[config.mk]
export PLATFORM = sky130hd
export DESIGN_NAME = mem_1r1w_masked_arbiter
export DESIGN_NICKNAME = d
export VERILOG_FILES = /design/src/rtl/mem_1r1w_masked_arbiter_pkg.sv /design/src/rtl/mem_1r1w_masked_arbiter_rr_arbiter.sv /design/src/rtl/mem_1r1w_masked_arbiter.sv
export SDC_FILE = /design/constraint.sdc
export NUM_CORES = 1
export LEC_CHECK = 0
export ABC_CLOCK_PERIOD_IN_PS = 5750
export CAP_MARGIN = 20
export CORE_AREA = 2 2 154 156
export CTS_BUF_LIST = sky130_fd_sc_hd__clkbuf_4 sky130_fd_sc_hd__clkbuf_8
export CTS_CLUSTER_SIZE = 8
export DETAILED_ROUTE_END_ITERATION = 6
export DIE_AREA = 0 0 156 158
export PLACE_DENSITY = 0.55
export SETUP_SLACK_MARGIN = 0.2
export SYNTH_ARGS = -nofsm -noshare
export SYNTH_HDL_FRONTEND = slang
export SYNTH_SLANG_ARGS = --single-unit
[constraint.sdc]
create_clock -name clock -period 5.75 [get_ports clock]
set_clock_uncertainty 0.15 [all_clocks]
set_input_delay 0.8625 -clock clock [delete_from_list [all_inputs] [get_ports clock]]
set_output_delay 0.8625 -clock clock [all_outputs]
set_load 0.005 [all_outputs]
[src/rtl/mem_1r1w_masked_arbiter_pkg.sv]
`default_nettype none
// ============================================================================
// Module   : mem_arb_pkg
// Brief    : Shared geometry, state encoding and lane-merge helper for the
//            1r1w masked memory arbiter.
// Revision : 1.0 - initial release
// ============================================================================
package mem_arb_pkg;

  localparam int DEPTH     = 48;
  localparam int WIDTH     = 64;
  localparam int MASK_GRAN = 8;
  localparam int MB        = WIDTH / MASK_GRAN;
  localparam int AW        = $clog2(DEPTH);

  typedef enum logic [0:0] {
    INIT = 1'b0,
    RUN  = 1'b1
  } state_t;

  // Per-lane select: lanes with mask set take new_data, others keep old_data.
  function automatic logic [WIDTH-1:0] lane_merge(
    input logic [WIDTH-1:0] old_data,
    input logic [WIDTH-1:0] new_data,
    input logic [MB-1:0]    mask
  );
    logic [WIDTH-1:0] merged;
    merged = old_data;
    for (int k = 0; k < MB; k++) begin
      if (mask[k]) merged[k*MASK_GRAN +: MASK_GRAN] = new_data[k*MASK_GRAN +: MASK_GRAN];
    end
    return merged;
  endfunction

endpackage
`default_nettype wire

[src/rtl/mem_1r1w_masked_arbiter_rr_arbiter.sv]
`default_nettype none
// ============================================================================
// Module   : rr_arbiter
// Brief    : Round-robin arbiter. Search begins at the pointer; after a
//            grant the pointer moves to winner+1, otherwise it holds.
// Revision : 1.0 - initial release
// ============================================================================
module rr_arbiter #(
  parameter  int N  = 2,
  localparam int IW = (N > 1) ? $clog2(N) : 1
) (
  input  logic          clock,
  input  logic          reset,
  input  logic [N-1:0]  req,
  input  logic          advance,
  output logic [N-1:0]  grant,
  output logic [IW-1:0] idx
);

  logic [IW-1:0] ptr;
  logic          found;
  int            j;

  // First requester at or after the pointer (wrapping) wins.
  always_comb begin
    grant = '0;
    idx   = '0;
    found = 1'b0;
    j     = 0;
    for (int off = 0; off < N; off++) begin
      j = int'(ptr) + off;
      if (j >= N) j = j - N;
      if (!found && req[j]) begin
        found    = 1'b1;
        grant[j] = 1'b1;
        idx      = IW'(j);
      end
    end
  end

  // Pointer steps past the winner only when a grant was actually issued.
  always_ff @(posedge clock) begin
    if (reset) begin
      ptr <= '0;
    end else if (advance && found) begin
      ptr <= (int'(idx) == N - 1) ? '0 : idx + 1'b1;
    end
  end

endmodule
`default_nettype wire

[src/rtl/mem_1r1w_masked_arbiter.sv]
`default_nettype none
// ============================================================================
// Module   : mem_1r1w_masked_arbiter
// Brief    : Zero-fills a 1r1w masked memory after reset, then round-robin
//            arbitrates independent read and write ports with write-first
//            bypass on same-cycle same-address collisions.
// Revision : 1.0 - initial release
// ============================================================================
module mem_1r1w_masked_arbiter
  import mem_arb_pkg::*;
#(
  parameter int NUM_REQ = 2
) (
  input  logic                     clock,
  input  logic                     reset,
  input  logic [NUM_REQ-1:0]       rd_valid,
  output logic [NUM_REQ-1:0]       rd_ready,
  input  logic [NUM_REQ*AW-1:0]    rd_addr,
  output logic [NUM_REQ-1:0]       rsp_valid,
  output logic [WIDTH-1:0]         rsp_data,
  output logic                     rsp_err,
  input  logic [NUM_REQ-1:0]       wr_valid,
  output logic [NUM_REQ-1:0]       wr_ready,
  input  logic [NUM_REQ*AW-1:0]    wr_addr,
  input  logic [NUM_REQ*WIDTH-1:0] wr_data,
  input  logic [NUM_REQ*MB-1:0]    wr_mask,
  output logic [AW-1:0]            R0_addr,
  output logic                     R0_en,
  input  logic [WIDTH-1:0]         R0_data,
  output logic [AW-1:0]            W0_addr,
  output logic                     W0_en,
  output logic [WIDTH-1:0]         W0_data,
  output logic [MB-1:0]            W0_mask,
  output logic                     init_busy,
  output logic                     oob_err
);

  localparam int            IW        = (NUM_REQ > 1) ? $clog2(NUM_REQ) : 1;
  localparam logic [AW-1:0] LAST_ADDR = AW'(DEPTH - 1);
  localparam logic [AW:0]   DEPTH_EXT = (AW + 1)'(DEPTH);

  state_t           state, state_nxt;
  logic [AW-1:0]    init_cnt;
  logic             run;

  logic [NUM_REQ-1:0] rd_grant, wr_grant;
  logic [IW-1:0]      rd_idx, wr_idx;
  logic [AW-1:0]      rd_sel_addr, wr_sel_addr;
  logic [WIDTH-1:0]   wr_sel_data;
  logic [MB-1:0]      wr_sel_mask;
  logic               rd_acc, wr_acc, rd_in_range, wr_in_range, rd_mem, wr_mem;

  logic               bypass_hit;
  logic [WIDTH-1:0]   bp_data;
  logic [MB-1:0]      bp_mask;

  assign run = (state == RUN);

  rr_arbiter #(.N(NUM_REQ)) u_rd_arb (
    .clock   (clock),
    .reset   (reset),
    .req     (rd_valid & {NUM_REQ{run}}),
    .advance (run),
    .grant   (rd_grant),
    .idx     (rd_idx)
  );

  rr_arbiter #(.N(NUM_REQ)) u_wr_arb (
    .clock   (clock),
    .reset   (reset),
    .req     (wr_valid & {NUM_REQ{run}}),
    .advance (run),
    .grant   (wr_grant),
    .idx     (wr_idx)
  );

  assign rd_ready    = rd_grant;
  assign wr_ready    = wr_grant;
  assign rd_sel_addr = rd_addr[rd_idx*AW +: AW];
  assign wr_sel_addr = wr_addr[wr_idx*AW +: AW];
  assign wr_sel_data = wr_data[wr_idx*WIDTH +: WIDTH];
  assign wr_sel_mask = wr_mask[wr_idx*MB +: MB];
  assign rd_acc      = |rd_grant;
  assign wr_acc      = |wr_grant;
  assign rd_in_range = ({1'b0, rd_sel_addr} < DEPTH_EXT);
  assign wr_in_range = ({1'b0, wr_sel_addr} < DEPTH_EXT);
  assign rd_mem      = rd_acc && rd_in_range;
  // A zero mask is consumed without touching the memory.
  assign wr_mem      = wr_acc && wr_in_range && (|wr_sel_mask);

  // State and fill-address register; reset restarts the fill at address 0.
  always_ff @(posedge clock) begin
    if (reset) begin
      state    <= INIT;
      init_cnt <= '0;
    end else begin
      state <= state_nxt;
      if (state == INIT && init_cnt != LAST_ADDR) init_cnt <= init_cnt + 1'b1;
    end
  end

  // Next state and memory-port steering: fill writes in INIT, granted traffic in RUN.
  always_comb begin
    state_nxt = state;
    init_busy = 1'b0;
    R0_en     = 1'b0;
    R0_addr   = '0;
    W0_en     = 1'b0;
    W0_addr   = '0;
    W0_data   = '0;
    W0_mask   = '0;
    case (state)
      INIT: begin
        init_busy = 1'b1;
        W0_en     = 1'b1;
        W0_addr   = init_cnt;
        W0_mask   = '1;
        if (init_cnt == LAST_ADDR) state_nxt = RUN;
      end
      RUN: begin
        R0_en   = rd_mem;
        R0_addr = rd_mem ? rd_sel_addr : '0;
        W0_en   = wr_mem;
        W0_addr = wr_mem ? wr_sel_addr : '0;
        W0_data = wr_mem ? wr_sel_data : '0;
        W0_mask = wr_mem ? wr_sel_mask : '0;
      end
      default: state_nxt = INIT;
    endcase
  end

  // Response bookkeeping: pulse, range error, sticky write error, collision capture.
  always_ff @(posedge clock) begin
    if (reset) begin
      rsp_valid  <= '0;
      rsp_err    <= 1'b0;
      oob_err    <= 1'b0;
      bypass_hit <= 1'b0;
      bp_data    <= '0;
      bp_mask    <= '0;
    end else begin
      rsp_valid  <= rd_grant;
      rsp_err    <= rd_acc && !rd_in_range;
      bypass_hit <= rd_mem && wr_mem && (rd_sel_addr == wr_sel_addr);
      bp_data    <= wr_sel_data;
      bp_mask    <= wr_sel_mask;
      if (wr_acc && !wr_in_range) oob_err <= 1'b1;
    end
  end

  // Memory returns pre-write data on a collision, so written lanes are overlaid here.
  always_comb begin
    rsp_data = '0;
    if (|rsp_valid && !rsp_err) begin
      rsp_data = bypass_hit ? lane_merge(R0_data, bp_data, bp_mask) : R0_data;
    end
  end

endmodule
`default_nettype wire
Yosys cells after proc, flatten, opt, wreduce, memory -nomap -nowiden

Index checks and enable logic that the tools add are counted.

$add $sub $neg: 9
Shift-type cells: 4
$lt $le $gt $ge: 14
Bitwise operators: 5
Equality and inequality tests: 3
Multiply operators: 2
Multiplexer cells: 61
Reduce and logical (&&, ||, !) cells: 26

Operator list:

| kind                                                                                  | count |
|---|---|
| 64-bit two-way mux                                                                    | 4 |
| 32-bit by 1-bit greater-or-equal comparator with 1-bit output (second input constant) | 4 |
| 32-bit by 3-bit less-than comparator with 1-bit output (second input constant)        | 4 |
| 32-bit two-way mux                                                                    | 4 |
| 128-bit by 8-bit indexed part select with 64-bit output                               | 1 |
| 8-bit two-way mux                                                                     | 9 |
| 32-bit by 3-bit greater-or-equal comparator with 1-bit output (second input constant) | 2 |
| 32-bit by 3-bit subtractor with 32-bit output (second input constant)                 | 2 |
| 1-bit two-way mux                                                                     | 30 |
| 12-bit by 5-bit indexed part select with 6-bit output                                 | 2 |
| 6-bit two-way mux                                                                     | 3 |
| 1-bit logical AND                                                                     | 17 |
| 8-bit case mux with 2 select lines                                                    | 1 |
| 16-bit by 5-bit indexed part select with 8-bit output                                 | 1 |
| 6-bit less-than comparator (second input constant)                                    | 2 |
| 6-bit case mux with 2 select lines                                                    | 1 |
| 2-bit two-way mux                                                                     | 4 |
| 8-bit OR reduction                                                                    | 1 |
| 6-bit by 1-bit adder with 6-bit output (second input constant)                        | 1 |
| 6-bit == test                                                                         | 1 |
| 6-bit == test (second input constant)                                                 | 1 |
| 1-bit by 2-bit multiplier with 3-bit output (second input constant)                   | 2 |
| 6-bit inequality test (second input constant)                                         | 1 |
| 2-bit OR reduction                                                                    | 3 |
| 10 further kinds                                                                      | 23 |

Logic and storage cells: 134
Output and inout bits: 159
Register bits: 86
Bits of input ports: 238

Longest topological paths before layout

Gate-level depths: netlist of run 1.

Word-level depth: 16
Gate-level depth with buffers: 9
Gate-level depth less buffers: 6

Cells and area by module

Synthesis of run 1 repeated with hierarchy kept, for this count alone.

Cells, all modules: 665
Area, all modules: 4892.2 µm²

Modules (own cells, without submodules):

| module                  | sequential area each (µm²) | area an instance (µm²) | cells an instance | times used |
|---|---|---|---|---|
| mem_1r1w_masked_arbiter | 1681.6                     | 4747.1                 | 649               | 1 |
| rr_arbiter              | 20.0                       | 72.6                   | 8                 | 2 |

Worst setup path after synthesis of run 1

No wires, ideal clock.

Kind: input -> output
Start: in wr_valid[0]
End: out W0_data[21]
Path slack: 2.535 ns
Arrival time: 2.202 ns
Cell stages on the path: 8
Path buffers: 3
Required time: 4.738 ns
Path through: nor2b_1 -> nor2_1 -> o21ai_1 -> or3_1 -> clkbuf_1 -> clkbuf_1 -> buf_2 -> nor2_1

Word-level cells in the longest chain between the ends: 15
Elaborated cells between the ends (all ways): 26
Classes of those cells: mul: 1; order compare: 1; shift: 3; mux: 13; bitwise: 2; reduce/logical: 6

Ends and longest elaborated chain:

| what                                                  | RTL line                                 | RTL |
|---|---|---|
| from (decl)                                           | mem_1r1w_masked_arbiter.sv:22            | `input logic [NUM_REQ-1:0] wr_valid,` |
| 2-bit AND *                                           | mem_1r1w_masked_arbiter.sv:71            | `.req (wr_valid & {NUM_REQ{run}}),` |
| 1-bit two-way mux (not written as such) (3 in a row)  | mem_1r1w_masked_arbiter_rr_arbiter.sv:33 | `if (!found && req[j]) begin` |
| 1-bit two-way mux                                     | mem_1r1w_masked_arbiter_rr_arbiter.sv:33 |  |
| 1-bit logical NOT                                     | mem_1r1w_masked_arbiter_rr_arbiter.sv:33 |  |
| 1-bit logical AND                                     | mem_1r1w_masked_arbiter_rr_arbiter.sv:33 |  |
| 1-bit two-way mux                                     | mem_1r1w_masked_arbiter_rr_arbiter.sv:33 |  |
| 1-bit by 2-bit multiplier with 3-bit output           | mem_1r1w_masked_arbiter.sv:80            | `assign wr_sel_addr = wr_addr[wr_idx*AW +: AW];` |
| 12-bit by 5-bit indexed part select with 6-bit output | mem_1r1w_masked_arbiter.sv:80            |  |
| 6-bit less-than comparator                            | mem_1r1w_masked_arbiter.sv:86            | `assign wr_in_range = ({1'b0, wr_sel_addr} < DEPTH_EXT);` |
| 1-bit logical AND (2 in a row)                        | mem_1r1w_masked_arbiter.sv:89            | `assign wr_mem = wr_acc && wr_in_range && (\|wr_sel_mask);` |
| 64-bit two-way mux *                                  | mem_1r1w_masked_arbiter.sv:125           | `W0_data = wr_mem ? wr_sel_data : '0;` |
| 64-bit two-way mux *                                  | mem_1r1w_masked_arbiter.sv:112           | `case (state)` |
| to (decl)                                             | mem_1r1w_masked_arbiter.sv:32            | `output logic [WIDTH-1:0] W0_data,` |

Every way passes the cells marked *; elsewhere a longest branch is shown, timed or not. The select of a mux whose other input is x is not followed.

Final worst setup path of run 1

Start: in wr_valid[0]
End: out W0_data[4]

Same word-level chain as after synthesis.

==> impl_results.rst, run 1 <==
.. list-table::
   :header-rows: 1

   * - Metric
     - Value
   * - Result of the run
     - finished clean
   * - Most common cell after layout, fill and taps aside
     - clkdlybuf4s50_1
   * - Antenna-violating nets left
     - 0
   * - Area of combinational cells with multiple inputs
     - a little under 3000 sq um
   * - Proportion of total power due to net switching
     - 23.9%
   * - Flops & latches, synth
     - 86
   * - Largest net degree at the start of global routing
     - 87
   * - Category of the worst setup path launch point
     - input port
   * - Die Footprint
     - between 20000 and 25000 sq um
   * - Buffers from clock root to sink, at most
     - 2
   * - EDFF count, synth
     - 0
   * - Critical path data arrival time
     - roughly 4 ns
   * - Total number of nets in the final design
     - between 1000 and 1500
   * - Number of I/O pins
     - around 400
   * - Post-place setup slack
     - roughly 0.77 ns
   * - Number of antenna violations at the first check in global routing
     - 1
   * - Total number of vias
     - approximately 6200
   * - Cts bufs inserted
     - 9
   * - Number of synthesis warnings
     - 0
   * - Maximum level of the CTS H-tree
     - 3
   * - Starting Density
     - 21.3%
   * - Count of routing violations after the opening detailed-route iteration
     - ~290
   * - Synth Cell Area
     - between 4000 and 5000 sq um
   * - Number of sinks driven by the clock tree
     - between 80 and 90
   * - Part of the total power dissipated in the clock network
     - about 37%
   * - Worst slew margin relative to its limit
     - 34.2%
   * - Smallest hold slack
     - between 0.3 and 0.4 ns
   * - Count of instances resized after the clock tree is built
     - 0
   * - Total Routed Length
     - between 20 and 30 mm
   * - Clock-pin slew reported for the worst setup and hold paths after clock tree synthesis
     - 0.10 ns
   * - Final setup viols
     - 0
   * - Share of the cycle needed by the critical path after routing
     - 86.9%
   * - Number of diodes
     - 0
   * - Clk Tree Root Cell
     - clkbuf_8
   * - Vias in the first global route
     - ~6100
   * - Fill cell total of the finished layout
     - roughly 2400
   * - Library cell appearing most often on the critical path
     - clkdlybuf4s50_1
   * - Worst path cell trace
     - clkdlybuf4s50_1, nand2b_1, nand4_1, o21ai_1, or3_2, buf_4, nor2_1, clkdlybuf4s50_1
   * - Area Overhead vs Synth
     - 89.9%
   * - Max Transition Viols Final
     - 0
   * - Utilization after layout
     - between 40% and 50%
   * - Wirelength per Cell
     - a little under 20 microns
   * - Floorplan die height
     - approximately 160 microns
   * - CTS Hold Bufs
     - 0
   * - Unrepaired setup endpoints after global routing
     - no
   * - Worst Max-Slew Pin Slew
     - between 0.9 and 1 ns
   * - GR Util All Layers
     - about a fifth
   * - Critical Path Fanout Max
     - between 40 and 50
   * - Worst-case setup margin in the final layout
     - approximately 0.75 ns
   * - Count of port buffers added during placement
     - just under 400
   * - Max Clk Rate
     - 200 MHz
   * - Power share of the combinational group
     - approximately 18%
   * - Sum Neg Setup Slack
     - 0 ns
   * - Maximum vdd ir drop
     - 89.2 uV
   * - Core area
     - 23100 sq um
   * - Power per standard cell area
     - roughly 150 nW/um^2
   * - Proportion of register bits with asynchronous set or reset after synthesis
     - 0%
   * - Total power
     - 1.44 mW
   * - Number of distinct library cell variants in the gate-level netlist after synthesis
     - 43
   * - Max-cap viol count
     - 0
   * - Net count of the mapped netlist
     - just over 900
   * - Standard-cell row count
     - 56
   * - Routed vias/inst
     - 4.64
   * - Sw power
     - 0.344 mW
   * - Post-synthesis sequential area ratio
     - between 30% and 40%
   * - Setup bufs post-CTS
     - 0
   * - Average cell area after synthesis
     - around 7.1 sq um
   * - CTS tree
     - built
   * - Cell with the biggest individual delay on the critical path
     - or3_2
   * - Latest clock arrival within the worst-skew pair
     - 0.37 ns
   * - Residual overflow from global routing
     - 0
   * - Sequential group share of total power
     - around 45%
   * - Most used flip-flop cell after synthesis
     - dfxtp_1
   * - First-pass DRT Iterations
     - 5
   * - Data required time at the worst endpoint
     - ~4.7 ns
   * - Area occupied by registers
     - around 1700 sq um
   * - Most frequent cells in the layout
     - clkdlybuf4s50_1, nor2_1, dfxtp_1
   * - Post-detail-place hpwl
     - ~20 mm
   * - GP Congestion
     - ~0.9
   * - Static Leak
     - about 3.3 nW
   * - Endpoint type of the worst setup path
     - primary output
   * - First-pass GRT wire length
     - between 30 and 40 mm
   * - Final number of hold-violating endpoints
     - 0
   * - Min Clock Period, post-route
     - ~5.0 ns
   * - Design internal power
     - approximately 1.1 mW
   * - Category of the critical setup timing path
     - in -> out
   * - Gate count of the mapped netlist
     - just under 700
   * - Ratio of cells with drive above 1 in the final layout
     - around 2.8%
   * - DRC violation count after routing
     - 0
   * - Type of the most critical hold path
     - reg -> reg
   * - Die X
     - 156 microns
   * - Critical path's largest stage delay
     - ~0.85 ns
[final timing paths]
check | startpoint | endpoint | slack, ns | cells after the start
setup / recovery | wr_valid[0] | W0_data[4] | 0.75 | 8
hold reg to reg | u_rd_arb.ptr | u_rd_arb.ptr | 0.37 | 1
hold / removal | u_rd_arb.ptr | u_rd_arb.ptr | 0.37 | 1
setup reg to reg | run | bypass_hit | 3.14 | 6
[routing by layer]
| metal | GRT usage [%] | part of all wire [%] | vias up |
|---|---|---|---|
| li1 | - | - | 3077 |
| met1 | 23.7 | 40 | 2845 |
| met2 | 36.6 | 50 | 269 |
| met3 | 6.24 | 8.3 | 29 |
| met4 | 4.81 | 1.7 | 2 |
| met5 | 0 | 0.050 | - |
[power by group through the flow]
stage	Combinational, mW	Sequential, mW	Clock (mW)
global placement	0.256	0.660	0
finish	0.257	0.645	0.538
CTS	0.259	0.646	0.559
floorplan	0.0713	0.645	0
global route	0.277	0.649	0.583
detailed placement	0.257	0.660	0
[logic make-up after synthesis]
group,count (synthesis),share of synthesized area (%)
compound gates,127,14.8
xor+xnor,3,0.536
fa+ha+maj,1,0.255
buf+inv,60,5.08
flops,86,35.1
mux,72,14.7
simple gates,338,29.5
[cell usage after synthesis (all sizes together), types with 2 or more instances]
master   instances  area, sq um
nor2           152          571
dfxtp           86         1720
nand2           83          312
a21oi           77          385
mux2i           72          721
nand3           71          355
clkbuf          37          140
o21ai           20          100
buf             18         90.1
nand4            8         50.1
a21boi           6         45.0
and3             6         37.5
a211o            5         43.8
nor4             5         37.5
o211ai           5         37.5
inv              4         15.0
and2             3         21.3
nor2b            3         18.8
o22ai            3         18.8
o2bb2ai          3         26.3
a211oi           2         15.0
nand2b           2         12.5
or3              2         12.5
or4              2         15.0
xnor2            2         17.5
[area by class of cell]
cell class,instances,share of cell area [%]
Inverter,5,0.202
Clock inverter,5,1.14
Tap cell,290,3.90
Clock buffer,11,1.49
Sequential cell,86,18.5
Timing Repair Buffer,402,43.0
Multi-Input combinational cell,541,31.7
[sequential cells by signal, indices dropped and copies added (netlist names)]
signal	count
rsp_err	1
u_rd_arb.ptr	1
init_cnt	6
oob_err	1
rsp_valid	2
run	1
bp_data	64
bypass_hit	1
bp_mask	8
u_wr_arb.ptr	1
[metrics by stage]
stage / cells / area [sq um]
after floorplan: 687 / 4900
after global placement: 1324 / 9060
after detailed placement: 1324 / 9060
after CTS: 1340 / 9310
after global routing: 1340 / 9310
final: 1340 / 9310
[worst max-delay path: cells and delay by family]
family / cells / cell delay [ns]
AND/OR/NAND/NOR: 4 / 1.48
AO/OA/AOI/OAI: 1 / 0.12
buffers and inverters: 3 / 1.47
(Power assumes the default switching activity.)
==> inputs of run 2 (changes only) <==
--- a/config.mk
+++ b/config.mk
@@ -5,13 +5,14 @@
 export SDC_FILE = /design/constraint.sdc
 export NUM_CORES = 1
 export LEC_CHECK = 0
+export ABC_AREA = 1
 export ABC_CLOCK_PERIOD_IN_PS = 5750
 export CAP_MARGIN = 20
-export CORE_AREA = 2 2 154 156
+export CORE_AREA = 2 2 155 157
 export CTS_BUF_LIST = sky130_fd_sc_hd__clkbuf_4 sky130_fd_sc_hd__clkbuf_8
 export CTS_CLUSTER_SIZE = 8
 export DETAILED_ROUTE_END_ITERATION = 6
-export DIE_AREA = 0 0 156 158
+export DIE_AREA = 0 0 157 159
 export PLACE_DENSITY = 0.55
 export SETUP_SLACK_MARGIN = 0.2
 export SYNTH_ARGS = -nofsm -noshare
==> run 2 against run 1 <==
Against the previous run:
- clock power decreased by 15%
- area after synthesis increased by 4.9%
- power decreased by 5.6%
- sequential share of layout area decreased by 0.47 points
- sequential cell count unchanged
- critical path type unchanged
- highest routed layer is now met4
==> impl_results.rst, run 2 <==
.. list-table::
   :header-rows: 1

   * - Metric
     - Value
   * - Core area
     - 23200 sq um (was 23100 sq um)
   * - Starting Density
     - 22.2% (was 21.3%)
   * - Post-place setup slack
     - 0.997 ns (was 0.767 ns)
   * - EDFF count, synth
     - 0 (unchanged)
   * - Kind of cell adding the most delay to the critical path
     - buffers and inverters (was simple AND/OR/NAND/NOR gates)
   * - Latest clock arrival within the worst-skew pair
     - 0.37 ns (about the same)
   * - Net count of the mapped netlist
     - 1010 (was 926)
   * - Total number of vias
     - 6307 (was 6222)
   * - Worst Max-Slew Pin Slew
     - 0.960 ns (was 0.986 ns)
   * - Area Overhead vs Synth
     - 85.6% (was 89.9%)
   * - Proportion of register bits with asynchronous set or reset after synthesis
     - 0% (unchanged)
   * - Count of instances resized after the clock tree is built
     - 0 (unchanged)
   * - Share of the cycle needed by the critical path after routing
     - 82.2% (was 86.9%)
   * - Die X
     - 157 microns (was 156 microns)
   * - Number of antenna violations at the first check in global routing
     - 0 (was 1)
   * - Critical Path Fanout Max
     - 39 (was 46)
   * - Endpoint type of the worst setup path
     - primary output (unchanged)
   * - Number of I/O pins
     - 397 (unchanged)
   * - Min Clock Period, post-route
     - 4.73 ns (was 5.00 ns)
   * - GR Util All Layers
     - 19.8% (was 20.3%)
   * - Critical path's largest stage delay
     - 0.47 ns (was 0.85 ns)
   * - CTS tree
     - built (unchanged)
   * - Max Clk Rate
     - 212 MHz (was 200 MHz)
   * - Final setup viols
     - 0 (unchanged)
   * - Number of synthesis warnings
     - 0 (unchanged)
   * - Post-detail-place hpwl
     - 20.6 mm (was 20.2 mm)
   * - Number of diodes
     - 0 (unchanged)
   * - Max Transition Viols Final
     - 0 (unchanged)
   * - Maximum vdd ir drop
     - 92.2 uV (was 89.2 uV)
   * - Unrepaired setup endpoints after global routing
     - no (unchanged)
   * - First-pass GRT wire length
     - 37.4 mm (was 37.6 mm)
   * - GP Congestion
     - 0.878 (was 0.901)
   * - Total Routed Length
     - 25.5 mm (was 26.1 mm)
   * - Buffers from clock root to sink, at most
     - 2 (unchanged)
   * - Standard-cell row count
     - 56 (unchanged)
   * - Cell with the biggest individual delay on the critical path
     - clkdlybuf4s50_1 (was or3_2)
   * - Vias in the first global route
     - 6099 (was 6149)
   * - Synth Cell Area
     - 5140 sq um (was 4900 sq um)
   * - Cts bufs inserted
     - 9 (unchanged)
   * - Gate count of the mapped netlist
     - 771 (was 687)
   * - Most used flip-flop cell after synthesis
     - dfxtp_1 (unchanged)
   * - Antenna-violating nets left
     - 0 (unchanged)
   * - Category of the critical setup timing path
     - in -> out (unchanged)
   * - Clock-pin slew reported for the worst setup and hold paths after clock tree synthesis
     - 0.08 ns (was 0.10 ns)
   * - Count of port buffers added during placement
     - 396 (unchanged)
   * - Ratio of cells with drive above 1 in the final layout
     - 6.52% (was 2.76%)
   * - Largest net degree at the start of global routing
     - 81 (was 87)
   * - Cell count of the worst reg-to-reg path
     - 11 (was 6)
   * - Die Footprint
     - 25000 sq um (was 24600 sq um)
   * - Final number of hold-violating endpoints
     - 0 (unchanged)
   * - Wirelength per Cell
     - 17.4 microns (was 19.5 microns)
   * - Critical path data arrival time
     - 3.71 ns (was 3.98 ns)
   * - Most frequent cells in the layout
     - clkdlybuf4s50_1, nor2_1, nand2_1 (was clkdlybuf4s50_1, nor2_1, dfxtp_1)
   * - Clk Tree Root Cell
     - clkbuf_8 (unchanged)
   * - Register with the most flip-flops
     - bp_data (unchanged)
   * - Most common cell after layout, fill and taps aside
     - clkdlybuf4s50_1 (unchanged)
   * - Post-synthesis sequential area ratio
     - 33.5% (was 35.1%)
   * - Critical hold path startpoint
     - u_wr_arb.ptr (was u_rd_arb.ptr)
   * - Sum Neg Setup Slack
     - 0 ns (unchanged)
   * - Cell with the most instances after synthesis
     - nor2_1 (unchanged)
   * - Floorplan die height
     - 159 microns (was 158 microns)
   * - Result of the run
     - finished clean (unchanged)
   * - Worst slew margin relative to its limit
     - 36.0% (was 34.2%)
   * - Residual overflow from global routing
     - 0 (unchanged)
   * - Largest registers
     - bp_data (64), bp_mask (8), init_cnt (6) (unchanged)
   * - Type of the most critical hold path
     - reg -> reg (unchanged)
   * - Hold Crit Depth
     - 2 (was 1)
   * - Category of the worst setup path launch point
     - input port (unchanged)
   * - Cell types with the highest counts after synthesis
     - nor2_1, nand2_1, dfxtp_1 (was nor2_1, dfxtp_1, nand2_1)
   * - Worst path cell trace
     - clkdlybuf4s50_1, nand2_2, inv_4, nand2_4, o21ai_1, nand2_1, nor2_1, nand2_2, nand2_4, buf_12, nor2_1, clkdlybuf4s50_1 (was clkdlybuf4s50_1, nand2b_1, nand4_1, o21ai_1, or3_2, buf_4, nor2_1, clkdlybuf4s50_1)
   * - Hold Crit Endpoint
     - u_wr_arb.ptr (was u_rd_arb.ptr)
   * - Static Leak
     - 4.36 nW (was 3.32 nW)
   * - Max-cap viol count
     - 0 (unchanged)
   * - CTS Hold Bufs
     - 0 (unchanged)
   * - First-pass DRT Iterations
     - 4 (was 5)
   * - Data required time at the worst endpoint
     - 4.74 ns (about the same)
   * - Worst flop-to-flop path startpoint
     - run (unchanged)
   * - Buffer and inverter count on the worst path
     - 4 (was 3)
   * - Synth top area share
     - 33.5% (was 35.1%)
   * - Total number of nets in the final design
     - 1384 (was 1284)
   * - Maximum level of the CTS H-tree
     - 3 (unchanged)
   * - Number of sinks driven by the clock tree
     - 86 (unchanged)
   * - Setup bufs post-CTS
     - 0 (unchanged)
   * - Flops & latches, synth
     - 86 (unchanged)
   * - Worst R2R End
     - bypass_hit (unchanged)
   * - Average cell area after synthesis
     - 6.67 sq um (was 7.14 sq um)
   * - Number of distinct library cell variants in the gate-level netlist after synthesis
     - 30 (was 43)
   * - DRC violation count after routing
     - 0 (unchanged)
   * - Power per standard cell area
     - 142 nW/um^2 (was 155 nW/um^2)
   * - Area leader, netlist
     - dfxtp_1 (unchanged)
   * - Count of routing violations after the opening detailed-route iteration
     - 287 (was 286)
   * - Worst reg-to-reg setup slack
     - 3.34 ns (was 3.14 ns)
   * - Largest cells by area after synthesis
     - dfxtp_1, nor2_1, mux2i_1 (was dfxtp_1, mux2i_1, nor2_1)
   * - Number of flip-flops in the largest register
     - 64 (unchanged)
   * - Worst-case setup margin in the final layout
     - 1.02 ns (was 0.754 ns)
   * - Total power
     - 1.36 mW (was 1.44 mW)
   * - Routed vias/inst
     - 4.29 (was 4.64)
run 2: cell types whose count changed after synthesis, sizes merged, moves of 7 or more:
cell / before / now
nand2: 83 / 116
buf: 18 / 25
a21oi: 77 / 7
mux2i: 72 / 64
inv: 4 / 51
nor3: 1 / 66
nor2: 152 / 286
nand3b: 0 / 14
nand3: 71 / 20
clkbuf: 37 / 13
run 2: area by class of cell:
class,count,area (sq um)
Clock buffer,10,138
Clock inverter,6,68.8
Fill cell,2458,13600
Inverter,53,201
Multi-Input combinational cell,594,3010
Sequential cell,86,1720
Tap cell,319,399
Timing Repair Buffer,401,4010
run 2: tightest hold or removal path: cells and delay by family (launching register included):
kind             cells  cell delay (ns)
AO/OA/AOI/OAI        1             0.05
AND/OR/NAND/NOR      1             0.06
flip-flops           1             0.32
run 2: worst max-delay path by stage:
stage,startpoint,to,slack (ns),cells past startpoint
2_1_floorplan,wr_valid[1],W0_data[0],2.66,13
3_3_place_gp,wr_valid[0],W0_data[30],1.05,12
3_5_place_dp,wr_valid[0],W0_data[30],1.0,12
4_1_cts,wr_valid[0],W0_data[30],1.0,12
5_1_grt,wr_valid[0],W0_data[38],0.75,12
6_report,wr_valid[1],W0_data[40],1.02,12
run 2: cell families (layout without fill, tap and decap cells):
kind of cell	count (synthesis)	in the layout	share of synthesized area, %
DFF	86	86	33.5
adders and majority gates	1	1	0.243
AOI/OAI and AO/OA	24	24	2.97
buffers and inverters	91	470	8.42
and+or+nand+nor	505	505	42.4
muxes	64	64	12.5
run 2: routing by layer:
metal	global-route usage [%]	vias up	share of wire, %
li1	-	3186	-
met1	23.1	2834	40
met5	0	-	0
met3	6.42	20	9.0
met2	35.3	267	49
met4	4.09	0	1.4
run 2: report_power, final:
group / internal (mW) / switching [mW] / total [mW]
combinational: 0.176 / 0.0914 / 0.267
clock: 0.216 / 0.243 / 0.459
sequential: 0.624 / 0.00892 / 0.633
total: 1.02 / 0.344 / 1.36
run 2: metrics by stage:
step / util (%) / cells / cell area, sq um / hold slack, ns
after floorplan: - / 771 / 5140 / 0.291
after global placement: 40.3 / 1453 / 9340 / 0.304
after detailed placement: 40.3 / 1453 / 9340 / 0.314
after CTS: 41.2 / 1469 / 9550 / 0.331
after global routing: 41.2 / 1469 / 9550 / 0.351
final: 41.2 / 1469 / 9550 / 0.327
==> patch (flow settings as in run 1) <==
Make the reset (`reset`) asynchronous in 3 clocked blocks.
--- a/src/rtl/mem_1r1w_masked_arbiter_rr_arbiter.sv
+++ b/src/rtl/mem_1r1w_masked_arbiter_rr_arbiter.sv
@@ -40,5 +40,5 @@
 
   // Pointer steps past the winner only when a grant was actually issued.
-  always_ff @(posedge clock) begin
+  always_ff @(posedge clock or posedge reset) begin
     if (reset) begin
       ptr <= '0;
--- a/src/rtl/mem_1r1w_masked_arbiter.sv
+++ b/src/rtl/mem_1r1w_masked_arbiter.sv
@@ -90,5 +90,5 @@
 
   // State and fill-address register; reset restarts the fill at address 0.
-  always_ff @(posedge clock) begin
+  always_ff @(posedge clock or posedge reset) begin
     if (reset) begin
       state    <= INIT;
@@ -131,5 +131,5 @@
 
   // Response bookkeeping: pulse, range error, sticky write error, collision capture.
-  always_ff @(posedge clock) begin
+  always_ff @(posedge clock or posedge reset) begin
     if (reset) begin
       rsp_valid  <= '0;
Check against the original RTL: differs if reset is asserted again (counterexample within 4 cycles, from zero or initial values and one cycle with reset high); with reset held inactive, the same outputs for 10 cycles.
==> patch against run 1 <==
Synthesized cell count is 18% lower; wire length down 11%; largest cell class unchanged; final area is 2.1% higher; global-route usage is 2.4 points lower; sequential cell count is the same; synthesized area increased by 3.8%; core utilization up 0.86 points; maximum frequency is 14% higher; via count shrank 12%; setup slack better by 0.61 ns.
Power is not compared: it rests on default switching activity, and its combinational part moved more than twofold at a synthesized area within 25%.
==> patch: results (changes against run 1) <==
YOSYS
------------------------------------------------------------------------------------
Commonest cells in the netlist                                          dfrtp_1, nand2_1, mux2_2
Portion of netlist area occupied by mux cells                                  0.187   +0.0401
Syn Area/Cell                                                               9.06 um2   +27%
Number of library cell types mapped by synthesis                                  31   -28%
Most frequently used flop master after synthesis                             dfrtp_1
Share of the synthesized area in compound gates (AO/OA/AOI/OAI)                0.101   -0.0465
Top cells by area in the synthesized netlist                            dfrtp_1, mux2_2, and2_1
Sequential cell area fraction in the yosys report                              0.423   +0.0716
Share of the synthesized netlist area taken by xor and xnor gates             0.0155   +0.0101
Proportion of synthesized flip-flops having asynchronous set or reset           1.00   +1.00

STA
------------------------------------------------------------------------------------
Post-route clock period utilization                                            0.762   -0.107
Max-Slew Margin vs Limit                                                       0.378   +0.0357
Hold slack                                                                  0.335 ns   -0.0353 ns

ROUTING
------------------------------------------------------------------------------------
Iteration-0 DRC Markers                                                          250   -13%
Via total after detailed routing                                                5483   -12%

CRITICAL PATH
------------------------------------------------------------------------------------
Endpoint of the worst register-to-register path                           bypass_hit
R2R cell count                                                                     7   +1
Startpoint of the worst-slack reg-to-reg timing path                             run
Cell class contributing the biggest share of worst-path delay           buffers and inverters
Critical path's largest stage delay                                          0.55 ns   -0.30 ns
Critical path data arrival time                                              3.37 ns   -0.61 ns
Slowest stage cell, crit path                                           clkdlybuf4s50_1
Worst setup path endpoint                                                 R0_addr[3]

GRT
------------------------------------------------------------------------------------
Met3 capacity usage during global routing                                     0.0578   -0.00465
Total Routing Usage GR                                                         0.179   -0.0241
Number of antenna violations at the first check in global routing                  0   -1
Met2 usage in global routing                                                   0.325   -0.0409
Wire length of the first global-routing pass                                33500 um   -11%
Largest net degree at the start of global routing                                 72   -17%
Vias in the first global route                                                  5577   -9.3%
Met1 usage in global routing                                                   0.206   -0.0309

PLACED DESIGN
------------------------------------------------------------------------------------
Dpl cell area                                                               9340 um2   +3.1%
Final Wtd Congestion                                                           0.766   -15%

LAYOUT
------------------------------------------------------------------------------------
Fill cell total of the finished layout                                          2305   -4.3%
Finished Cell Area                                                          9510 um2   +2.1%
Final non-filler cell total                                                     1228   -8.4%

WORST HOLD PATH
------------------------------------------------------------------------------------
Min-Delay Startpoint                                                     init_cnt[3]

RUN STATUS
------------------------------------------------------------------------------------
Result of the run                                                          completed

## patch: changes by cell type in the layout (fill, tap and decap cells not counted), moves of 11 or more
| cell | run 1 | this run |
|---|---|---|
| and2_1 | 2 | 63 |
| dfrtp_1 | 0 | 85 |
| dfxtp_1 | 85 | 0 |
| mux2_2 | 0 | 73 |
| mux2i_1 | 72 | 13 |
| nor2_1 | 151 | 10 |
| o21ai_0 | 14 | 3 |
## patch: routing by layer
metal  part of all wire  vias up
li1                   -     2665
met1               0.40     2549
met2               0.50      250
met3              0.086       19
met4              0.013        0
met5                  0        -
## patch: final cells by class
cell class	instances	area share
Clock inverter	4	0.00263
Tap cell	290	0.0382
Inverter	9	0.00382
Sequential cell	86	0.227
Timing Repair Buffer	403	0.424
Clock buffer	11	0.0146
Multi-Input combinational cell	425	0.290
## patch: power breakdown
| group | leakage (nW) | internal (mW) | switching [mW] |
|---|---|---|---|
| clock | 0.0820 | 0.163 | 0.222 |
| sequential | 0.992 | 0.645 | 0.0263 |
| combinational | 2.71 | 0.405 | 0.226 |
